[src/rtl/ps2_key_encoder.sv]
// PS/2 device-to-host deserializer that folds E0/F0/E1 prefixes
// into the 11-bit toggle-encoded ps2_key event bus.
module ps2_key_encoder #(
  parameter int FILTER_LEN = 8,
  parameter int TIMEOUT    = 24000
) (
  input  logic        clk_sys,
  input  logic        RESET,
  input  logic        ps2_clk,
  input  logic        ps2_data,
  output logic [10:0] ps2_key,
  output logic        frame_err,
  output logic        busy
);

  localparam int FW = $clog2(FILTER_LEN + 1);
  localparam int TW = $clog2(TIMEOUT + 1);

  typedef enum logic [1:0] {
    IDLE,
    DATA,
    PARITY,
    STOP
  } state_e;

  logic          clk_m_q, clk_s_q;
  logic          dat_m_q, dat_s_q;
  logic [FW-1:0] filt_cnt_q, filt_cnt_d;
  logic          filt_q, filt_d;
  logic          fall;

  state_e        state_q, state_d;
  logic [2:0]    bit_cnt_q, bit_cnt_d;
  logic [7:0]    shreg_q, shreg_d;
  logic          par_q, par_d;
  logic [TW-1:0] tcnt_q, tcnt_d;
  logic          rdy_q, rdy_d;
  logic          bad_q, bad_d;
  logic          tmo;

  logic [10:0]   key_q, key_d;
  logic          ext_q, ext_d;
  logic          rel_q, rel_d;
  logic [2:0]    skip_q, skip_d;
  logic          frame_err_q, frame_err_d;

  // Pins idle high, so the synchronizers reset to 1.
  always_ff @(posedge clk_sys or posedge RESET) begin
    if (RESET) begin
      clk_m_q <= 1'b1;
      clk_s_q <= 1'b1;
      dat_m_q <= 1'b1;
      dat_s_q <= 1'b1;
    end else begin
      clk_m_q <= ps2_clk;
      clk_s_q <= clk_m_q;
      dat_m_q <= ps2_data;
      dat_s_q <= dat_m_q;
    end
  end

  always_comb begin
    filt_cnt_d = '0;
    filt_d     = filt_q;
    if (clk_s_q != filt_q) begin
      if (filt_cnt_q == FW'(FILTER_LEN - 1)) begin
        filt_d = clk_s_q;
      end else begin
        filt_cnt_d = filt_cnt_q + 1'b1;
      end
    end
  end

  assign fall = filt_q & ~filt_d;

  always_comb begin
    state_d   = state_q;
    bit_cnt_d = bit_cnt_q;
    shreg_d   = shreg_q;
    par_d     = par_q;
    rdy_d     = 1'b0;
    bad_d     = 1'b0;
    tmo       = 1'b0;
    tcnt_d    = '0;
    if (fall) begin
      unique case (state_q)
        IDLE: begin
          if (!dat_s_q) begin
            state_d   = DATA;
            bit_cnt_d = '0;
          end
        end
        DATA: begin
          shreg_d   = {dat_s_q, shreg_q[7:1]};
          bit_cnt_d = bit_cnt_q + 1'b1;
          if (bit_cnt_q == 3'd7) begin
            state_d = PARITY;
          end
        end
        PARITY: begin
          par_d   = dat_s_q;
          state_d = STOP;
        end
        STOP: begin
          // Odd parity over data plus parity bit, and a high stop bit.
          rdy_d   = dat_s_q & (^{shreg_q, par_q});
          bad_d   = ~rdy_d;
          state_d = IDLE;
        end
        default: state_d = IDLE;
      endcase
    end else if (state_q != IDLE) begin
      if (tcnt_q == TW'(TIMEOUT - 1)) begin
        tmo     = 1'b1;
        state_d = IDLE;
      end else begin
        tcnt_d = tcnt_q + 1'b1;
      end
    end
  end

  always_comb begin
    key_d  = key_q;
    ext_d  = ext_q;
    rel_d  = rel_q;
    skip_d = skip_q;
    unique case (1'b1)
      bad_q: begin
        ext_d  = 1'b0;
        rel_d  = 1'b0;
        skip_d = '0;
      end
      tmo: begin
        ext_d = 1'b0;
        rel_d = 1'b0;
      end
      rdy_q: begin
        if (skip_q != 3'd0) begin
          skip_d = skip_q - 1'b1;
        end else if (shreg_q == 8'hE1) begin
          skip_d = 3'd7;
        end else if (shreg_q == 8'hE0) begin
          ext_d = 1'b1;
        end else if (shreg_q == 8'hF0) begin
          rel_d = 1'b1;
        end else begin
          key_d = {~key_q[10], ~rel_q, ext_q, shreg_q};
          ext_d = 1'b0;
          rel_d = 1'b0;
        end
      end
      default: ;
    endcase
  end

  assign frame_err_d = bad_q | tmo;

  always_ff @(posedge clk_sys or posedge RESET) begin
    if (RESET) begin
      filt_cnt_q  <= '0;
      filt_q      <= 1'b1;
      state_q     <= IDLE;
      bit_cnt_q   <= '0;
      shreg_q     <= '0;
      par_q       <= 1'b0;
      tcnt_q      <= '0;
      rdy_q       <= 1'b0;
      bad_q       <= 1'b0;
      key_q       <= '0;
      ext_q       <= 1'b0;
      rel_q       <= 1'b0;
      skip_q      <= '0;
      frame_err_q <= 1'b0;
    end else begin
      filt_cnt_q  <= filt_cnt_d;
      filt_q      <= filt_d;
      state_q     <= state_d;
      bit_cnt_q   <= bit_cnt_d;
      shreg_q     <= shreg_d;
      par_q       <= par_d;
      tcnt_q      <= tcnt_d;
      rdy_q       <= rdy_d;
      bad_q       <= bad_d;
      key_q       <= key_d;
      ext_q       <= ext_d;
      rel_q       <= rel_d;
      skip_q      <= skip_d;
      frame_err_q <= frame_err_d;
    end
  end

  assign ps2_key   = key_q;
  assign frame_err = frame_err_q;
  assign busy      = (state_q != IDLE);

endmodule
[config.mk]
export PLATFORM = sky130hd
export DESIGN_NAME = ps2_key_encoder
export DESIGN_NICKNAME = d
export VERILOG_FILES = /design/src/rtl/ps2_key_encoder.sv
export SDC_FILE = /design/constraint.sdc
export NUM_CORES = 1
export LEC_CHECK = 0
export ABC_CLOCK_PERIOD_IN_PS = 3600
export CORE_ASPECT_RATIO = 1.1
export CORE_MARGIN = 2
export CORE_UTILIZATION = 63
export CTS_BUF_LIST = sky130_fd_sc_hd__clkbuf_8 sky130_fd_sc_hd__clkbuf_16
export DETAILED_ROUTE_END_ITERATION = 10
export GPL_TIMING_DRIVEN = 1
export PLACE_DENSITY = 0.84
export REMOVE_ABC_BUFFERS = 1
export SLEW_MARGIN = 20
export SYNTH_ARGS = -nofsm -noshare
export SYNTH_HDL_FRONTEND = slang
export SYNTH_SLANG_ARGS = --single-unit
export TNS_END_PERCENT = 5
[constraint.sdc]
create_clock -name clk_sys -period 3.6 [get_ports clk_sys]
set_clock_uncertainty 0.15 [all_clocks]
set_input_delay 0.36 -clock clk_sys [delete_from_list [all_inputs] [get_ports clk_sys]]
set_output_delay 0.36 -clock clk_sys [all_outputs]
set_load 0.02 [all_outputs]
# Word level (Yosys, flattened, before mapping)
# Cells that the tools add are included.
# classes
bitwise_logic	11
eq_ne	18
reduce_logical	18
addsub	4
mux	35
# ops
cell	count
two-way mux 15 bit	3
== test 8 bit (second input constant)	3
two-way mux 1 bit	17
adder 15 x 1 -> 15 bit (second input constant)	1
== test 15 bit (second input constant)	1
one-hot mux 3 bit (2 select lines)	2
AND reduction 4 bit	3
nonzero test 2 bit	6
two-way mux 2 bit	5
two-way mux 3 bit	3
inequality test 3 bit (second input constant)	3
parity 9 bit	1
two-way mux 4 bit	2
inequality test 2 bit (second input constant)	4
inverter 1 bit	8
one-hot mux 2 bit (4 select lines)	1
AND reduction 2 bit	3
AND reduction 5 bit	1
adder 4 x 1 -> 4 bit (second input constant)	1
== test 2 bit (second input constant)	2
== test 4 x 3 -> 1 bit (second input constant)	1
one-hot mux 1 bit (2 select lines)	2
adder 3 x 1 -> 3 bit (second input constant)	1
== test 3 bit (second input constant)	1
other kinds (10)	11
# word_totals
inputBits	4
regBits	57
out_inout_bits	13

# Longest topological paths before layout
# logic_depth
ltp_word	9
ltp_mapped	8
depth_no_buf	7

# Worst setup path after synthesis
# OpenSTA, ideal clock, no wires.
# synth_timing
kind	register to register
from	register filt_cnt_q[0]
to	register tcnt_q[10]
setup_time_ns	0.072
path_stages_with_launch	9
n_path_buf	3
setup_slack_ns	1.593
arrival_time_ns	1.785
cell_sequence	dfrtp_1 -> ha_1 -> and3b_1 -> clkbuf_1 -> and2_1 -> or3_1 -> buf_6 -> buf_6 -> nor2_1
# synth_via
elab_chain_cells	6
# synth_rtl
element	line	text
start, declared	28	logic [FW-1:0] filt_cnt_q, filt_cnt_d;
start signal, assigned	175	filt_cnt_q <= filt_cnt_d;
== test 4 x 3 -> 1 bit	66	if (filt_cnt_q == FW'(FILTER_LEN - 1)) begin
two-way mux 1 bit	66	
two-way mux 1 bit	65	if (clk_s_q != filt_q) begin
inverter 1 bit	74	assign fall = filt_q & ~filt_d;
AND 1 bit	74	
two-way mux 15 bit	85	if (fall) begin
via tcnt_d[10]	36	logic [TW-1:0] tcnt_q, tcnt_d;
end signal, assigned	181	tcnt_q <= tcnt_d;
end, declared	36	
# The timed path passes the listed nets, and every way through them passes these cells.
# A chain may end at the register's enable or synchronous reset.

# Worst setup path in the final report
# layout_timing
from	register state_q[0]
to	output port busy
# layout_via
elab_chain_cells	1
# layout_rtl
element	line	text
start, declared	32	state_e state_q, state_d;
start signal, assigned	177	state_q <= state_d;
nonzero test 2 bit	194	assign busy = (state_q != IDLE);
end, declared	13	output logic busy
# No other way between the ends.

==> qor.yml <==
timing:
  timing.setup.tns_ps: 0
  slew_headroom_pct: 31.4
  setup-violations-final: 0
  fmax_mhz: 407
  tightest_slew_ps: 1030
  finalHoldViolCount: 0
  slew_violations: 0
  final.period_utilization_pct: 68.3
  fin_crit_ps: 2460
  rsz0062_at_grt: "false"
worst_setup_path:
  crit_type: "flip-flop to output port"
  critical_path_required_ps: 3090
  worstPathArrival_ps: 1950
  crit_fanout: 8
  critPathCaptureType: "output port"
  startpoint_type: "flip-flop"
clock_network:
  clk_pin_slew_ps: 60
  cts_tree: "built"
  hold_buffers: 0
  cts_setup_buffers: 0
  cts_resized: 0
  clk_path_buf_depth: 2
  clockRootBuffer: "clkbuf_8"
  cts_num_sinks: 57
  htree_levels: 3
  clk_latency_ps: 340
  cts-buffers-inserted: 9
die:
  die_area_um2: 4780
  rows: 24
  die-width_um: 66.1
  core_um2: 4020
  start_util_pct: 66.5
  io_pins: 17
  die_y_um: 72.3
grt:
  overflow: 0
  grt_pass1_vias: 1891
  track_usage_pct: 23.9
  antenna_found_initial: 0
  grt_max_degree: 36
  grt_first_pass_wirelength_um: 8470
placement:
  place.gp.congestion: 0.788
  numPortBuffers: 16
  dp_cells: 314
  hpwl_um: 3150
  placedInstanceArea_um2: 2870
pwr:
  p_int_w: 0.00126
  seq_power_share_pct: 43.7
  p_comb_share_pct: 4.1
  p_clk_share_pct: 52.2
  power_density_nw_per_um2: 497
  netSwitchingFraction_pct: 19.3
  p_sw_w: 0.000301
  ir_drop_mv: 0.490
  p_total_w: 0.00156
  p_leak_nw: 1.46
synthesis:
  synth_area_per_cell_um2: 10.6
  synthesis.area_um2: 2680
  ys_warn_count: 0
  ys_seq_area_share_pct: 53.6
  synth_cells: 252
  ys_types: 38
  ys_ff_latch: 57
finish:
  fin_cells: 330
  seq_area_um2: 1430
  drive_above_1_share_pct: 13.3
  fin_nets: 287
  multi_input_area_um2: 1160
  fillCellCount: 253
  final_cell_area_um2: 3140
  n_antenna_cell: 0
  areaGrowthSynthToFinish_pct: 17.4
  post-route-util_pct: 78.1
routing:
  wl_per_cell_um: 14.6
  drc: 0
  ant_nets: 0
  routed_wirelength_um: 4810
  via_count: 1850
  firstDrtPassIters: 4
  drt_iter0_drc: 157
  drt-vias-per-instance: 5.61
min_path:
  hp-class: "flip-flop to flip-flop"
job:
  cap_violations: 0
status:
  status: "completed"
-- metal layers --
layer	vias up	GRT usage (%)	share of wire (%)
li1	896	-	-
met2	40	38.7	50
met4	0	15.2	3.0
met5	-	0	0
met1	902	28.7	44
met3	12	5.58	3.0
-- area by class of cell --
cell class                 instances  share of cell area [%]
timing repair buffer              17                    5.34
multi-input combinational        177                    36.9
clock inverter                     5                    3.98
tap                               52                    2.07
inverter                          11                    1.31
sequential                        57                    45.6
clock buffer                      11                    4.82
-- power groups by stage --
stage | clock network, W | registers (W) | logic [W]
after global placement | 0 | 0.000692 | 0.0000629
after detailed placement | 0 | 0.000694 | 0.0000651
after floorplan | 0 | 0.000690 | 0.0000492
after global routing | 0.000855 | 0.000686 | 0.0000742
final | 0.000816 | 0.000683 | 0.0000639
after CTS | 0.000826 | 0.000682 | 0.0000656
-- cells by family after synthesis --
kind of cell / count (synthesis) / share of synthesized area (%)
adders and majority gates: 10 / 4.68
and+or+nand+nor: 103 / 18.6
DFF: 57 / 53.6
xor gates and xnor gates: 23 / 8.04
muxes: 12 / 5.05
buffers and inverters: 18 / 3.13
AOI/OAI and AO/OA: 29 / 6.92
-- state kept, by name, summed over array words and instances (netlist names) --
| register | count |
|---|---|
| tcnt_q | 15 |
| ps2_key | 11 |
| shreg_q | 8 |
| filt_cnt_q | 4 |
| bit_cnt_q | 3 |
| skip_q | 3 |
| state_q | 2 |
| bad_q | 1 |
| clk_m_q | 1 |
| clk_s_q | 1 |
| dat_m_q | 1 |
| dat_s_q | 1 |
| ext_q | 1 |
| filt_q | 1 |
| frame_err | 1 |
| par_q | 1 |
| rdy_q | 1 |
| rel_q | 1 |
-- cells in the final DEF (no fill, tap or decap), types with 2 or more instances in the layout --
master / n
a21oi_1: 6
a31oi_1: 3
a32o_1: 2
and2_1: 2
and3_1: 5
bufinv_16: 4
clkbuf_8: 11
clkdlybuf4s50_1: 16
dfrtp_1: 52
dfstp_2: 5
ha_1: 10
inv_1: 10
mux2_2: 12
nand2_1: 33
nand3_1: 13
nand3b_1: 2
nand4_1: 2
nor2_1: 29
nor2b_1: 5
nor3_1: 4
nor4_1: 2
o21ai_0: 11
o2bb2ai_1: 2
xnor2_1: 12
xor2_1: 10
-- final timing paths --
kind / startpoint / end / depth (start not counted) / slack [ps]
max in group asynchronous: RESET / filt_cnt_q[2] / 3 / 2250
min in group asynchronous: RESET / rel_q / 2 / 290
hold / removal: dat_m_q / dat_s_q / 0 / 210
setup reg to reg: skip_q[0] / ps2_key[3] / 5 / 1240
hold reg to reg: dat_m_q / dat_s_q / 0 / 210
setup / recovery: state_q[0] / busy / 4 / 1140
-- through the flow --
| step | hold WS [ps] | setup slack, ps |
|---|---|---|
| after detailed placement | 198 | 1240 |
| final | 206 | 1140 |
| after floorplan | 195 | 1580 |
| after CTS | 206 | 1140 |
| after global routing | 214 | 1060 |
| after global placement | 196 | 1290 |
-- critical path, stage by stage (launching register included) --
cell and delay (ps):
dfrtp_1 420, inv_1 90, ha_1 310, inv_1 170, clkdlybuf4s50_1 630
-- cells in the mapped netlist, drive strengths merged --
| master | n | share of area [%] |
|---|---|---|
| a211oi | 1 | 0.28 |
| a21oi | 6 | 1.1 |
| a22o | 1 | 0.33 |
| a31oi | 3 | 0.70 |
| a32o | 2 | 0.75 |
| and2 | 2 | 0.47 |
| and3 | 5 | 1.2 |
| and3b | 1 | 0.33 |
| buf | 4 | 1.2 |
| clkbuf | 3 | 0.42 |
| dfrtp | 52 | 49 |
| dfstp | 5 | 4.9 |
| ha | 10 | 4.7 |
| inv | 11 | 1.5 |
| mux2 | 12 | 5.1 |
| nand2 | 33 | 4.6 |
| nand2b | 1 | 0.23 |
| nand3 | 13 | 2.4 |
| nand3b | 2 | 0.56 |
| nand4 | 2 | 0.47 |
| nand4b | 1 | 0.33 |
| nor2 | 29 | 4.1 |
| nor2b | 5 | 1.2 |
| nor3 | 4 | 0.75 |
| nor4 | 3 | 1.3 |
| o21ai | 11 | 2.1 |
| o221ai | 1 | 0.33 |
| o22a | 1 | 0.33 |
| o2bb2ai | 2 | 0.65 |
| o32a | 1 | 0.37 |
| or3 | 1 | 0.23 |
| or4b | 1 | 0.51 |
| xnor2 | 12 | 3.9 |
| xnor3 | 1 | 0.84 |
| xor2 | 10 | 3.3 |
No activity file was read; power rests on OpenSTA's default activity.
